$ cat src/rtl/lc3b_mem_arbiter_pkg.sv
// Shared types for the LC-3b line-port memory arbiter: word/line types, FSM states,
// port identifiers and line-alignment helper.
package lc3b_mem_arbiter_pkg;

   localparam int unsigned lc3b_addr_width = 16;
   localparam int unsigned lc3b_line_width = 128;
   localparam int unsigned lc3b_offset_bits = 4;

   typedef logic [lc3b_addr_width-1:0] lc3b_word;
   typedef logic [lc3b_line_width-1:0] lc3b_line;

   typedef enum logic [1:0] {
      IDLE   = 2'd0,
      I_BUSY = 2'd1,
      D_BUSY = 2'd2
   } lc3b_arb_state;

   typedef enum logic {
      GRANT_I = 1'b0,
      GRANT_D = 1'b1
   } lc3b_port_e;

   // Clears the byte-offset bits so pmem always sees a line-aligned address.
   function automatic lc3b_word lc3b_line_align(lc3b_word addr);
      return addr & ~lc3b_word'((32'd1 << lc3b_offset_bits) - 32'd1);
   endfunction

endpackage

$ cat src/rtl/lc3b_mem_arbiter_if.sv
// Bundles the fetch port, data port and physical memory port seen by the arbiter.
interface lc3b_mem_arbiter_if;
   import lc3b_mem_arbiter_pkg::*;

   logic     i_read;
   lc3b_word i_address;
   lc3b_line i_rdata;
   logic     i_resp;

   logic     d_read;
   logic     d_write;
   lc3b_word d_address;
   lc3b_line d_wdata;
   lc3b_line d_rdata;
   logic     d_resp;

   logic     pmem_read;
   logic     pmem_write;
   lc3b_word pmem_address;
   lc3b_line pmem_wdata;
   lc3b_line pmem_rdata;
   logic     pmem_resp;

   // Arbiter side.
   modport slave (
      input  i_read, i_address, d_read, d_write, d_address, d_wdata, pmem_rdata, pmem_resp,
      output i_rdata, i_resp, d_rdata, d_resp, pmem_read, pmem_write, pmem_address, pmem_wdata
   );

   // Requesters plus physical memory side.
   modport master (
      output i_read, i_address, d_read, d_write, d_address, d_wdata, pmem_rdata, pmem_resp,
      input  i_rdata, i_resp, d_rdata, d_resp, pmem_read, pmem_write, pmem_address, pmem_wdata
   );

endinterface

$ cat src/rtl/lc3b_mem_arbiter_register.sv
// Loadable register with asynchronous active-low clear, used for the latched address and data.
module lc3b_mem_arbiter_register #(
   parameter int unsigned WIDTH = 16
) (
   input  logic             clk,
   input  logic             reset_n,
   input  logic             i_load,
   input  logic [WIDTH-1:0] i_in,
   output logic [WIDTH-1:0] o_out
);

   logic [WIDTH-1:0] r_data;

   always_ff @(posedge clk or negedge reset_n) begin
      if (!reset_n) begin
         r_data <= '0;
      end else if (i_load) begin
         r_data <= i_in;
      end
   end

   assign o_out = r_data;

endmodule

$ cat src/rtl/lc3b_mem_arbiter.sv
// Round-robin arbiter putting the LC-3b fetch and data line ports onto one physical memory port;
// one transaction outstanding at a time, resp passed straight through from pmem.
module lc3b_mem_arbiter
   import lc3b_mem_arbiter_pkg::*;
(
   input  logic                      clk,
   input  logic                      reset_n,
   lc3b_mem_arbiter_if.slave         mem
);

   lc3b_arb_state r_state;
   lc3b_arb_state w_state_next;
   lc3b_port_e    r_last_grant;
   lc3b_port_e    w_last_grant_next;
   logic          r_op_write;
   logic          w_op_write_next;

   logic          w_d_req;
   logic          w_grant;
   logic          w_grant_d;
   lc3b_word      w_addr_sel;
   lc3b_word      w_addr_aligned;
   lc3b_word      w_addr_q;
   lc3b_line      w_wdata_q;

   // Data wins a tie unless it was the last port served.
   always_comb begin
      w_d_req        = mem.d_read | mem.d_write;
      w_grant        = (r_state == IDLE) && (w_d_req || mem.i_read);
      w_grant_d      = w_d_req && (!mem.i_read || (r_last_grant == GRANT_I));
      w_addr_sel     = w_grant_d ? mem.d_address : mem.i_address;
      w_addr_aligned = lc3b_line_align(w_addr_sel);
   end

   lc3b_mem_arbiter_register #(
      .WIDTH (lc3b_addr_width)
   ) u_addr_reg (
      .clk     (clk),
      .reset_n (reset_n),
      .i_load  (w_grant),
      .i_in    (w_addr_aligned),
      .o_out   (w_addr_q)
   );

   lc3b_mem_arbiter_register #(
      .WIDTH (lc3b_line_width)
   ) u_wdata_reg (
      .clk     (clk),
      .reset_n (reset_n),
      .i_load  (w_grant),
      .i_in    (mem.d_wdata),
      .o_out   (w_wdata_q)
   );

   always_ff @(posedge clk or negedge reset_n) begin
      if (!reset_n) begin
         r_state      <= IDLE;
         r_last_grant <= GRANT_I;
         r_op_write   <= 1'b0;
      end else begin
         r_state      <= w_state_next;
         r_last_grant <= w_last_grant_next;
         r_op_write   <= w_op_write_next;
      end
   end

   always_comb begin
      w_state_next      = r_state;
      w_last_grant_next = r_last_grant;
      w_op_write_next   = r_op_write;
      mem.pmem_read     = 1'b0;
      mem.pmem_write    = 1'b0;
      mem.i_resp        = 1'b0;
      mem.d_resp        = 1'b0;

      unique case (r_state)
         IDLE: begin
            if (w_grant) begin
               w_state_next      = w_grant_d ? D_BUSY : I_BUSY;
               w_last_grant_next = w_grant_d ? GRANT_D : GRANT_I;
               // A combined read+write request is treated as a write.
               w_op_write_next   = w_grant_d & mem.d_write;
            end
         end
         I_BUSY: begin
            mem.pmem_read  = ~r_op_write;
            mem.pmem_write = r_op_write;
            mem.i_resp     = mem.pmem_resp;
            if (mem.pmem_resp) begin
               w_state_next = IDLE;
            end
         end
         D_BUSY: begin
            mem.pmem_read  = ~r_op_write;
            mem.pmem_write = r_op_write;
            mem.d_resp     = mem.pmem_resp;
            if (mem.pmem_resp) begin
               w_state_next = IDLE;
            end
         end
         default: begin
            w_state_next = IDLE;
         end
      endcase
   end

   assign mem.pmem_address = w_addr_q;
   assign mem.pmem_wdata   = w_wdata_q;
   assign mem.i_rdata      = mem.pmem_rdata;
   assign mem.d_rdata      = mem.pmem_rdata;

   a_one_strobe: assert property (@(posedge clk) disable iff (!reset_n)
      !(mem.pmem_read && mem.pmem_write));

endmodule

$ cat src/flat_wrapper.sv
// flat-port wrapper written by rule: the top's interface ports become plain ports
module lc3b_mem_arbiter_flat import lc3b_mem_arbiter_pkg::*;
  (clk, reset_n, mem_i_read, mem_i_address, mem_d_read, mem_d_write, mem_d_address, mem_d_wdata, mem_pmem_rdata, mem_pmem_resp, mem_i_rdata, mem_i_resp, mem_d_rdata, mem_d_resp, mem_pmem_read, mem_pmem_write, mem_pmem_address, mem_pmem_wdata);
  lc3b_mem_arbiter_if mem_i ();
  input  logic clk;
  input  logic reset_n;
  input wire logic [$bits(mem_i.i_read)-1:0] mem_i_read;
  input wire logic [$bits(mem_i.i_address)-1:0] mem_i_address;
  input wire logic [$bits(mem_i.d_read)-1:0] mem_d_read;
  input wire logic [$bits(mem_i.d_write)-1:0] mem_d_write;
  input wire logic [$bits(mem_i.d_address)-1:0] mem_d_address;
  input wire logic [$bits(mem_i.d_wdata)-1:0] mem_d_wdata;
  input wire logic [$bits(mem_i.pmem_rdata)-1:0] mem_pmem_rdata;
  input wire logic [$bits(mem_i.pmem_resp)-1:0] mem_pmem_resp;
  output wire logic [$bits(mem_i.i_rdata)-1:0] mem_i_rdata;
  output wire logic [$bits(mem_i.i_resp)-1:0] mem_i_resp;
  output wire logic [$bits(mem_i.d_rdata)-1:0] mem_d_rdata;
  output wire logic [$bits(mem_i.d_resp)-1:0] mem_d_resp;
  output wire logic [$bits(mem_i.pmem_read)-1:0] mem_pmem_read;
  output wire logic [$bits(mem_i.pmem_write)-1:0] mem_pmem_write;
  output wire logic [$bits(mem_i.pmem_address)-1:0] mem_pmem_address;
  output wire logic [$bits(mem_i.pmem_wdata)-1:0] mem_pmem_wdata;
  assign mem_i.i_read = mem_i_read;
  assign mem_i.i_address = mem_i_address;
  assign mem_i.d_read = mem_d_read;
  assign mem_i.d_write = mem_d_write;
  assign mem_i.d_address = mem_d_address;
  assign mem_i.d_wdata = mem_d_wdata;
  assign mem_i.pmem_rdata = mem_pmem_rdata;
  assign mem_i.pmem_resp = mem_pmem_resp;
  assign mem_i_rdata = mem_i.i_rdata;
  assign mem_i_resp = mem_i.i_resp;
  assign mem_d_rdata = mem_i.d_rdata;
  assign mem_d_resp = mem_i.d_resp;
  assign mem_pmem_read = mem_i.pmem_read;
  assign mem_pmem_write = mem_i.pmem_write;
  assign mem_pmem_address = mem_i.pmem_address;
  assign mem_pmem_wdata = mem_i.pmem_wdata;
  lc3b_mem_arbiter u_core (.clk(clk), .reset_n(reset_n), .mem(mem_i));
endmodule
$ cat config.mk
export PLATFORM = sky130hd
export DESIGN_NAME = lc3b_mem_arbiter_flat
export DESIGN_NICKNAME = d
export VERILOG_FILES = /design/src/rtl/lc3b_mem_arbiter_pkg.sv /design/src/rtl/lc3b_mem_arbiter_if.sv /design/src/rtl/lc3b_mem_arbiter_register.sv /design/src/rtl/lc3b_mem_arbiter.sv /design/src/flat_wrapper.sv
export SDC_FILE = /design/constraint.sdc
export NUM_CORES = 1
export LEC_CHECK = 0
export BUFFER_PORTS_ARGS = -buffer_cell sky130_fd_sc_hd__buf_2
export CORE_AREA = 5 5 269 271
export DETAILED_ROUTE_END_ITERATION = 10
export DIE_AREA = 0 0 274 276
export PLACE_DENSITY_LB_ADDON = 0.3
export SYNTH_ARGS = -nofsm -noshare
export SYNTH_HDL_FRONTEND = slang
export SYNTH_HIERARCHICAL = 1
export SYNTH_SLANG_ARGS = --single-unit
$ cat constraint.sdc
create_clock -name clk -period 1.7 [get_ports clk]
set_clock_uncertainty 0.15 [all_clocks]
set_input_delay 0.17 -clock clk [delete_from_list [all_inputs] [get_ports clk]]
set_output_delay 0.17 -clock clk [all_outputs]
set_load 0.01 [all_outputs]
==> results.py, run 1 <==
metrics = {
    "outcome": {
        "status": "finished with violations",
        "violations": "negative setup slack",
    },
    "timing": {
        "post-route-period-util_pct": 105,
        "fin_hold_ws_ps": 65.3,
        "fin_ws_ps": -87.5,
        "setup_tns_ps": -3560,
        "setup_viol": 67,
        "period_minus_slack_ps": 1790,
        "clock.fmax_mhz": 559,
        "drv_slew": 0,
        "hold_violations": 0,
        "rsz0062_at_grt": "yes",
    },
    "synthesis": {
        "async_flop_share_pct": 100,
        "syn_area_um2": 7860,
        "yosysTopAreaCellShare_pct": 47.1,
        "synth_most_common_cell": "buf_4",
        "syn_inst": 602,
        "synth_edf_count": 0,
        "yosys-top-cells-area": "dfrtp_1 47%, buf_4 24%, mux2_2 20%",
        "ys_seq_elements": 148,
        "synthTopCellsByCount": "256 x buf_4, 148 x dfrtp_1, 139 x mux2_2",
        "ys_types": 21,
        "synth_area_leader_cell": "dfrtp_1",
        "avgSynthCellArea_um2": 13.1,
        "synth_top_flop_cell": "dfrtp_1",
        "yosys_warnings": 6,
        "yosysSeqAreaShare_pct": 47.1,
    },
    "place": {
        "dpl-instance-area_um2": 8950,
        "place_inst": 1625,
        "gp_congestion": 0.690,
        "place_hpwl_um": 18500,
        "io_buffers": 305,
        "pre_cts_slack_ps": -137,
    },
    "power_and_ir_drop": {
        "pwr-share-comb_pct": 54.1,
        "p_leak_nw": 5.76,
        "powerDensity_nw_per_um2": 1850,
        "clkPwrFrac_pct": 17.7,
        "vdd_drop_max_v": 0.00100,
        "pwr-share-seq_pct": 28.2,
        "swShare_pct": 34.3,
        "p_int_mw": 14.8,
        "p_sw_mw": 7.74,
    },
    "floorplan": {
        "design.die.area_um2": 75600,
        "rows": 97,
        "start_util_pct": 11.3,
        "fp.dieW_um": 274,
        "coreArea_um2": 69500,
        "io-pin-count": 698,
        "die_h_um": 276,
    },
    "cts": {
        "insertion_delay_ps": 470,
        "clock_path_buffers": 2,
        "htreeDepth": 4,
        "cts_tree": "done",
        "clock_sinks": 148,
        "cts_buffers": 17,
        "root_buffer": "clkbuf_16",
        "clkTransAtPathRegs_ps": 70,
    },
    "routing": {
        "drc_errors": 0,
        "viasPerCell": 2.86,
        "drtPass1Iterations": 4,
        "drt_wl_total_um": 26600,
        "wl_met3_um": 3140,
        "dr.first_iter.drc_count": 93,
        "wl_per_cell_um": 14.5,
        "vias": 5255,
        "top_layer": "met5",
        "antenna_left": 0,
        "drt-met1-wl_um": 9100,
        "wl_met2_um": 12700,
    },
    "worst_hold_path": {
        "worstHoldPathType": "input pin to asynchronous set/reset pin",
    },
    "worst_setup_path": {
        "arrival_ps": 1990,
        "crit_path_start_kind": "flop",
        "endpoint_kind": "flop",
        "critical_path.max_fanout": 6,
        "required_ps": 1910,
        "worstSetupPathType": "flop to flop",
    },
    "global_route": {
        "grt_pass1_vias": 6256,
        "grt.total_usage_pct": 6.76,
        "grt_max_degree": 38,
        "grt_pass1_wl_um": 37900,
        "grt_overflow": 0,
        "antenna_found_initial": 1,
    },
    "flow_run": {
        "cap_viol_max_count": 0,
    },
    "layout": {
        "finalNonFillerCells": 1835,
        "layout-area-overhead-vs-synth_pct": 55.4,
        "final_area_um2": 12200,
        "fin_nets": 1177,
        "drive_gt1_share_pct": 64.3,
    },
}
## sequential cells by signal, summed over array words and instances, names as in the netlist
name / cells
u_core/r_last_grant: 1
u_core/r_state: 2
u_core/u_addr_reg/o_out: 16
u_core/u_wdata_reg/o_out: 128
u_core/r_op_write: 1
## layout by cell type (no fill, tap or decap), drive strengths merged
cell and instances:
o22ai 1, ha 3, clkinv 8, o2111ai 1
or3 1, o311ai 1, mux2 156, clkinvlp 1
a21o 1, nor2b 1, o2bb2ai 1, buf 369
conb 4, diode 2, a22o 2, dlygate4sd3 156
and2 3, inv 11, dfrtp 148, clkbuf 21
nand2 2, nor2 2
## stage by stage
step                utilization, %  power [mW]
floorplan                        -        11.9
global placement              12.9        14.7
detailed placement            12.9        14.8
CTS                           17.1        21.9
global route                  17.6        24.0
finish                        17.6        22.6
## final cells by class
type	instances	area (µm²)
Multi-Input combinational cell	179	2550
Inverter	5	26.3
Clock inverter	15	188
Antenna cell	2	5.00
Tap cell	940	1180
Clock buffer	17	425
Sequential cell	148	3700
Timing Repair Buffer	529	4140
Fill cell	7648	57300
## cell families after synthesis
kind of cell / count (synthesis) / share of synthesized area [%]
buf+inv: 278 / 27.5
mux: 156 / 23.2
flops: 148 / 47.1
simple gates: 9 / 0.653
compound gates: 7 / 1.05
fa+ha+maj: 3 / 0.478
other cells: 1 / 0.0477
## what timing repair did
item,4_1_cts,5_1_grt
pin swaps,2,1
buffers inserted,10,8
hold endpoints to repair,291,0
hold buffers,156,0
gates resized for setup,130,80
setup endpoints to repair,145,142
gates cloned,5,4
## power groups by stage
stage	sequential (mW)	clock [mW]	combinational, mW
floorplan	7.13	0	4.78
global placement	6.28	0	8.46
detailed placement	6.31	0	8.52
CTS	6.33	4.25	11.3
global route	6.60	4.37	13.0
finish	6.36	3.99	12.2
## worst max-delay path, cell delays in order, from the launching register on
cell     delay, ps
dfrtp_1        390
inv_2           90
ha_4           150
nand2_4         70
inv_8           90
buf_16         150
buf_12         130
buf_12         120
mux2_4         290
## worst paths after layout
check                                                              start                                  endpoint  slack (ps)  depth (start not counted)
worst max-delay path                       u_core/r_state[1]$_DFFE_PN0P_  u_core/u_wdata_reg/o_out[98]$_DFFE_PN0P_         -90                          8
worst min-delay path                                             reset_n  u_core/u_wdata_reg/o_out[77]$_DFFE_PN0P_          70                          2
worst max register to register             u_core/r_state[1]$_DFFE_PN0P_  u_core/u_wdata_reg/o_out[98]$_DFFE_PN0P_         -90                          8
worst min register to register  u_core/u_wdata_reg/o_out[57]$_DFFE_PN0P_  u_core/u_wdata_reg/o_out[57]$_DFFE_PN0P_         360                          1
max in group asynchronous                                        reset_n  u_core/u_wdata_reg/o_out[13]$_DFFE_PN0P_         790                          3
min in group clk                                             mem_d_write           u_core/r_last_grant$_DFFE_PN0P_         170                          5
## routing by layer
metal / vias up / GRT usage, %
met2: 338 / 11.0
li1: 2296 / -
met5: - / 0.706
met3: 110 / 3.81
met4: 2 / 5.23
met1: 2509 / 6.18
(Power assumes the default switching activity.)
==> inputs of run 2 (changes only) <==
Settings changed: BUFFER_PORTS_ARGS -buffer_cell sky130_fd_sc_hd__buf_2 to not set, CORE_AREA 5 5 269 271 to 5 5 267 269, DIE_AREA 0 0 274 276 to 0 0 272 274, DONT_BUFFER_PORTS set to 1.
==> results.py, run 2 (synthesis gave the netlist of run 1 again) <==
metrics = {
    "outcome": {
        "status": "finished with violations",
        "violations": "negative hold slack, negative setup slack",
    },
    "global_route": {
        "antenna_found_initial": 2,
        "grt_overflow": 0,
        "grt.total_usage_pct": 5.60,
        "grt_max_degree": 149,
        "grt_pass1_wl_um": 29700,
        "grt_pass1_vias": 4558,
    },
    "routing": {
        "wl_per_cell_um": 16.0,
        "viasPerCell": 2.76,
        "drtPass1Iterations": 3,
        "drc_errors": 0,
        "drt_wl_total_um": 23100,
        "dr.first_iter.drc_count": 61,
        "vias": 3970,
        "antenna_left": 0,
    },
    "worst_setup_path": {
        "reg2regPathDepth": 7,
        "r2r_start": "u_core/r_state[1]$_DFFE_PN0P_",
        "crit_slowest_cell": "dfrtp_1",
        "r2r_setup_slack_ps": -30,
        "required_ps": 1900,
        "crit_path_start_kind": "flop",
        "cp_slowest_stage_delay_ps": 390,
        "critical_path.max_fanout": 11,
        "cp_cell_sequence": "inv_2, ha_4, nand2_4, clkinv_8, buf_12, clkbuf_16, mux2_2",
        "worstSetupPathType": "flop to flop",
        "r2r-end": "u_core/u_wdata_reg/o_out[81]$_DFFE_PN0P_",
        "endpoint_kind": "flop",
        "arrival_ps": 1920,
    },
    "place": {
        "place_hpwl_um": 14000,
        "pre_cts_slack_ps": -161,
        "io_buffers": 0,
        "place_inst": 1230,
        "dpl-instance-area_um2": 7010,
        "gp_congestion": 0.661,
    },
    "flow_run": {
        "cap_viol_max_count": 0,
    },
    "power_and_ir_drop": {
        "vdd_drop_max_v": 0.000610,
        "p_leak_nw": 4.24,
        "p_total_mw": 20.0,
        "powerDensity_nw_per_um2": 1980,
    },
    "layout": {
        "fin_nets": 842,
        "multi_input_area_um2": 2430,
        "final_util_pct": 14.8,
        "layout-area-overhead-vs-synth_pct": 28.8,
        "fillCellCount": 7491,
        "mostFrequentLayoutCell": "dlygate4sd3_1",
        "register_area_um2": 3700,
        "drive_gt1_share_pct": 42.5,
        "final_area_um2": 10100,
        "final_cell_mix": "156 x dlygate4sd3_1, 148 x dfrtp_1, 120 x mux2_4, 36 x mux2_2, 26 x clkbuf_16",
        "finalNonFillerCells": 1441,
        "largest_reg_flops": 128,
    },
    "timing": {
        "drv_slew": 0,
        "hold_violations": 148,
        "fin_hold_ws_ps": -754,
        "setup_tns_ps": -503,
        "post-route-period-util_pct": 102,
        "fin_ws_ps": -27.1,
        "period_minus_slack_ps": 1730,
        "clock.fmax_mhz": 579,
        "rsz0062_at_grt": "yes",
        "setup_viol": 41,
    },
    "floorplan": {
        "die_h_um": 274,
        "start_util_pct": 11.5,
        "fp.dieW_um": 272,
        "io-pin-count": 698,
        "rows": 96,
        "coreArea_um2": 68300,
        "design.die.area_um2": 74500,
    },
    "cts": {
        "htreeDepth": 4,
        "root_buffer": "clkbuf_16",
        "clock_sinks": 148,
        "cts_tree": "done",
        "clkTransAtPathRegs_ps": 70,
        "clock_path_buffers": 2,
        "insertion_delay_ps": 460,
        "cts_buffers": 17,
    },
    "worst_hold_path": {
        "worstHoldPathType": "input pin to asynchronous set/reset pin",
    },
}
[run 2: worst max path at each step]
| stage | slack, ps | start | end | cells past startpoint |
|---|---|---|---|---|
| 6_report | -30 | u_core/r_state[1]$_DFFE_PN0P_ | u_core/u_wdata_reg/o_out[81]$_DFFE_PN0P_ | 7 |
| 5_1_grt | -90 | u_core/r_state[1]$_DFFE_PN0P_ | u_core/u_wdata_reg/o_out[73]$_DFFE_PN0P_ | 7 |
| 4_1_cts | -90 | u_core/r_state[0]$_DFFE_PN0P_ | u_core/u_wdata_reg/o_out[66]$_DFFE_PN0P_ | 8 |
| 3_5_place_dp | -160 | u_core/r_state[0]$_DFFE_PN0P_ | u_core/u_wdata_reg/o_out[41]$_DFFE_PN0P_ | 6 |
| 3_3_place_gp | -150 | u_core/r_state[0]$_DFFE_PN0P_ | u_core/u_wdata_reg/o_out[36]$_DFFE_PN0P_ | 6 |
| 2_1_floorplan | 20 | u_core/r_state[0]$_DFFE_PN0P_ | u_core/u_wdata_reg/o_out[100]$_DFFE_PN0P_ | 7 |
[run 2: metal layers]
metal | global-route usage (%) | wire length, µm | vias to the layer above
li1 | - | - | 1630
met1 | 4.72 | 7990 | 1922
met2 | 8.90 | 10900 | 321
met3 | 4.14 | 2890 | 97
met4 | 4.49 | 1290 | 0
met5 | 0 | 0 | -
[run 2: power breakdown]
group / switching [mW] / total, mW / leakage, nW / internal [mW]
combinational: 2.79 / 8.16 / 2.22 / 5.37
clock: 1.66 / 4.09 / 0.288 / 2.43
sequential: 2.41 / 7.78 / 1.73 / 5.37
[run 2: worst max-delay path, delay by kind of cell (launching register included)]
| family | cells | cell delay (ps) |
|---|---|---|
| adder cells (fa/ha/maj) | 1 | 150 |
| buffers and inverters | 4 | 490 |
| flip-flops | 1 | 390 |
| multiplexers | 1 | 340 |
| AND/OR/NAND/NOR | 1 | 70 |
[run 2: layout make-up]
class / instances / area share [%]
Antenna cell: 2 / 0.0494
Clock buffer: 21 / 4.65
Clock inverter: 10 / 1.45
Inverter: 5 / 0.334
Multi-Input combinational cell: 179 / 24.0
Sequential cell: 148 / 36.6
Tap cell: 882 / 10.9
Timing Repair Buffer: 194 / 22.0
[run 2: repair_timing]
item,CTS,global route
gates resized for setup,33,108
setup buffers,9,0
pin swaps,1,2
hold endpoints to repair,292,152
hold buffers,154,3
endpoints found under the setup margin,146,139
cloned,5,10
==> inputs of run 3 (changes only) <==
Settings changed: RECOVER_POWER set to 100.
Clock period 1.7 ns to 2.1 ns, I/O delays scaled along.
==> results.py, run 3 (synthesis gave the netlist of run 1 again) <==
metrics = {
    "cts": {
        "cts_tree": "done",
        "cts_buffers": 17,
        "clkTransAtPathRegs_ps": 60,
        "clock_path_buffers": 2,
        "ctsHoldBuffers": 157,
        "root_buffer": "clkbuf_16",
        "insertion_delay_ps": 460,
        "htreeDepth": 4,
        "cts_resized": 0,
        "clock_sinks": 148,
    },
    "floorplan": {
        "design.die.area_um2": 74500,
        "die_h_um": 274,
        "start_util_pct": 11.5,
        "io-pin-count": 698,
        "fp.dieW_um": 272,
        "coreArea_um2": 68300,
        "rows": 96,
    },
    "power_and_ir_drop": {
        "pwr-share-comb_pct": 27.7,
        "clkPwrFrac_pct": 25.3,
        "pwr-share-seq_pct": 47.1,
        "vdd_drop_max_v": 0.000515,
        "swShare_pct": 34.0,
        "p_sw_mw": 4.46,
        "powerDensity_nw_per_um2": 1440,
        "p_int_mw": 8.65,
        "p_total_mw": 13.1,
        "p_leak_nw": 3.49,
    },
    "worst_setup_path": {
        "worstSetupStartpoint": "u_core/r_state[1]$_DFFE_PN0P_",
        "worstSetupPathType": "flop to flop",
        "crit_cells": 6,
        "cp_cell_sequence": "inv_1, ha_1, inv_1, o2111ai_1, dlygate4sd3_1, o311ai_1",
        "endpoint_kind": "flop",
        "crit_path_start_kind": "flop",
        "crit_slowest_cell": "dlygate4sd3_1",
        "cp_top_family": "buffers and inverters",
        "worst-path-buf-inv": 3,
        "critical_path.max_fanout": 3,
        "cpMostUsedCell": "inv_1",
        "reg2regPathDepth": 6,
        "r2r_start": "u_core/r_state[1]$_DFFE_PN0P_",
        "cp_slowest_stage_delay_ps": 580,
        "arrival_ps": 2150,
        "r2r-end": "u_core/r_state[0]$_DFFE_PN0P_",
        "r2r_setup_slack_ps": 130,
        "required_ps": 2280,
    },
    "flow_run": {
        "cap_viol_max_count": 0,
    },
    "timing": {
        "fin_ws_ps": 131,
        "rsz0062_at_grt": "no",
        "post-route-period-util_pct": 93.8,
        "tightest_slew_ps": 558,
        "drv_slew": 0,
        "clock.fmax_mhz": 508,
        "period_minus_slack_ps": 1970,
        "setup_tns_ps": 0,
        "setup_viol": 0,
        "fin_hold_ws_ps": -709,
        "slew-limit-headroom_pct": 62.8,
        "hold_violations": 148,
    },
    "global_route": {
        "grt.total_usage_pct": 4.86,
        "grt_max_degree": 149,
        "grt_pass1_wl_um": 26400,
        "antenna_found_initial": 0,
        "grt_pass1_vias": 4396,
        "grt_overflow": 0,
    },
    "place": {
        "io_buffers": 0,
        "place_hpwl_um": 12900,
        "dpl-instance-area_um2": 6930,
        "gp_congestion": 0.661,
        "pre_cts_slack_ps": 116,
    },
    "worst_hold_path": {
        "worstHoldPathType": "input pin to asynchronous set/reset pin",
    },
    "layout": {
        "layout-area-overhead-vs-synth_pct": 15.6,
        "final_cell_mix": "157 x dlygate4sd3_1, 148 x dfrtp_1, 138 x mux2_2, 17 x clkbuf_16, 10 x mux2_4",
        "drive_gt1_share_pct": 35.3,
        "final_area_um2": 9090,
        "antenna_cells": 0,
        "largest_reg_flops": 128,
        "fin_nets": 816,
        "mostFrequentLayoutCell": "dlygate4sd3_1",
    },
    "routing": {
        "drc_errors": 0,
        "viasPerCell": 2.65,
        "vias": 3748,
        "antenna_left": 0,
        "drt_wl_total_um": 18400,
        "dr.first_iter.drc_count": 73,
        "wl_per_cell_um": 13.0,
        "drtPass1Iterations": 4,
    },
    "outcome": {
        "status": "finished with violations",
        "violations": "negative hold slack",
    },
}
-- run 3: cell count changes in the layout (fill, tap and decap cells not counted), moves of 5 or more --
cell	change
buf_12	-9
buf_4	-10
clkbuf_1	+5
clkbuf_16	-9
mux2_1	+8
mux2_2	+102
mux2_4	-110
-- run 3: metrics by stage --
stage	cells	util, %
after floorplan	605	-
after global placement	1223	10.1
after detailed placement	1223	10.1
after CTS	1412	13.3
after global routing	1414	13.3
final	1414	13.3
-- run 3: power groups by stage --
| stage | clock network [mW] | logic [mW] | registers (mW) |
|---|---|---|---|
| CTS | 3.53 | 3.83 | 6.24 |
| floorplan | 0 | 3.84 | 5.77 |
| global placement | 0 | 3.49 | 6.31 |
| finish | 3.31 | 3.63 | 6.17 |
| global route | 3.62 | 3.96 | 6.37 |
| detailed placement | 0 | 3.60 | 6.25 |
-- run 3: worst register-to-register path, stage by stage (launching register included) --
cell and delay [ps]:
dfrtp_1 370, inv_1 90, ha_1 310, inv_1 60, o2111ai_1 180, dlygate4sd3_1 580, o311ai_1 100
-- run 3: timing repair --
| item | CTS | global route |
|---|---|---|
| buffers inserted | 0 | 2 |
| endpoints found under the setup margin | 0 | 1 |
| endpoints found under the hold margin | 291 | 148 |
-- run 3: how the worst max path moves through the flow --
stage                                                 to  slack [ps]
4_1_cts         u_core/u_wdata_reg/o_out[68]$_DFFE_PN0P_          90
3_5_place_dp    u_core/u_wdata_reg/o_out[68]$_DFFE_PN0P_         120
6_report                   u_core/r_state[0]$_DFFE_PN0P_         130
5_1_grt                    u_core/r_state[0]$_DFFE_PN0P_           3
3_3_place_gp    u_core/u_wdata_reg/o_out[23]$_DFFE_PN0P_         140
2_1_floorplan  u_core/u_wdata_reg/o_out[100]$_DFFE_PN0P_         310
-- run 3: routing by layer --
layer  GRT usage (%)  part of all wire, %  vias to the layer above
met3            3.30                   13                       93
li1                -                    -                     1570
met1            4.11                   32                     1774
met2            7.36                   47                      311
met5               0                    0                        -
met4            5.08                  8.3                        0
-- run 3: final cells by class --
| type | instances | area [µm²] |
|---|---|---|
| multi-input cells | 179 | 1980 |
| clock buffers | 23 | 468 |
| inverters | 5 | 23.8 |
| well taps | 882 | 1100 |
| clock inverters | 9 | 151 |
| repair buffers | 168 | 1660 |
| flip-flops and latches | 148 | 3700 |
| fillers | 7542 | 59300 |
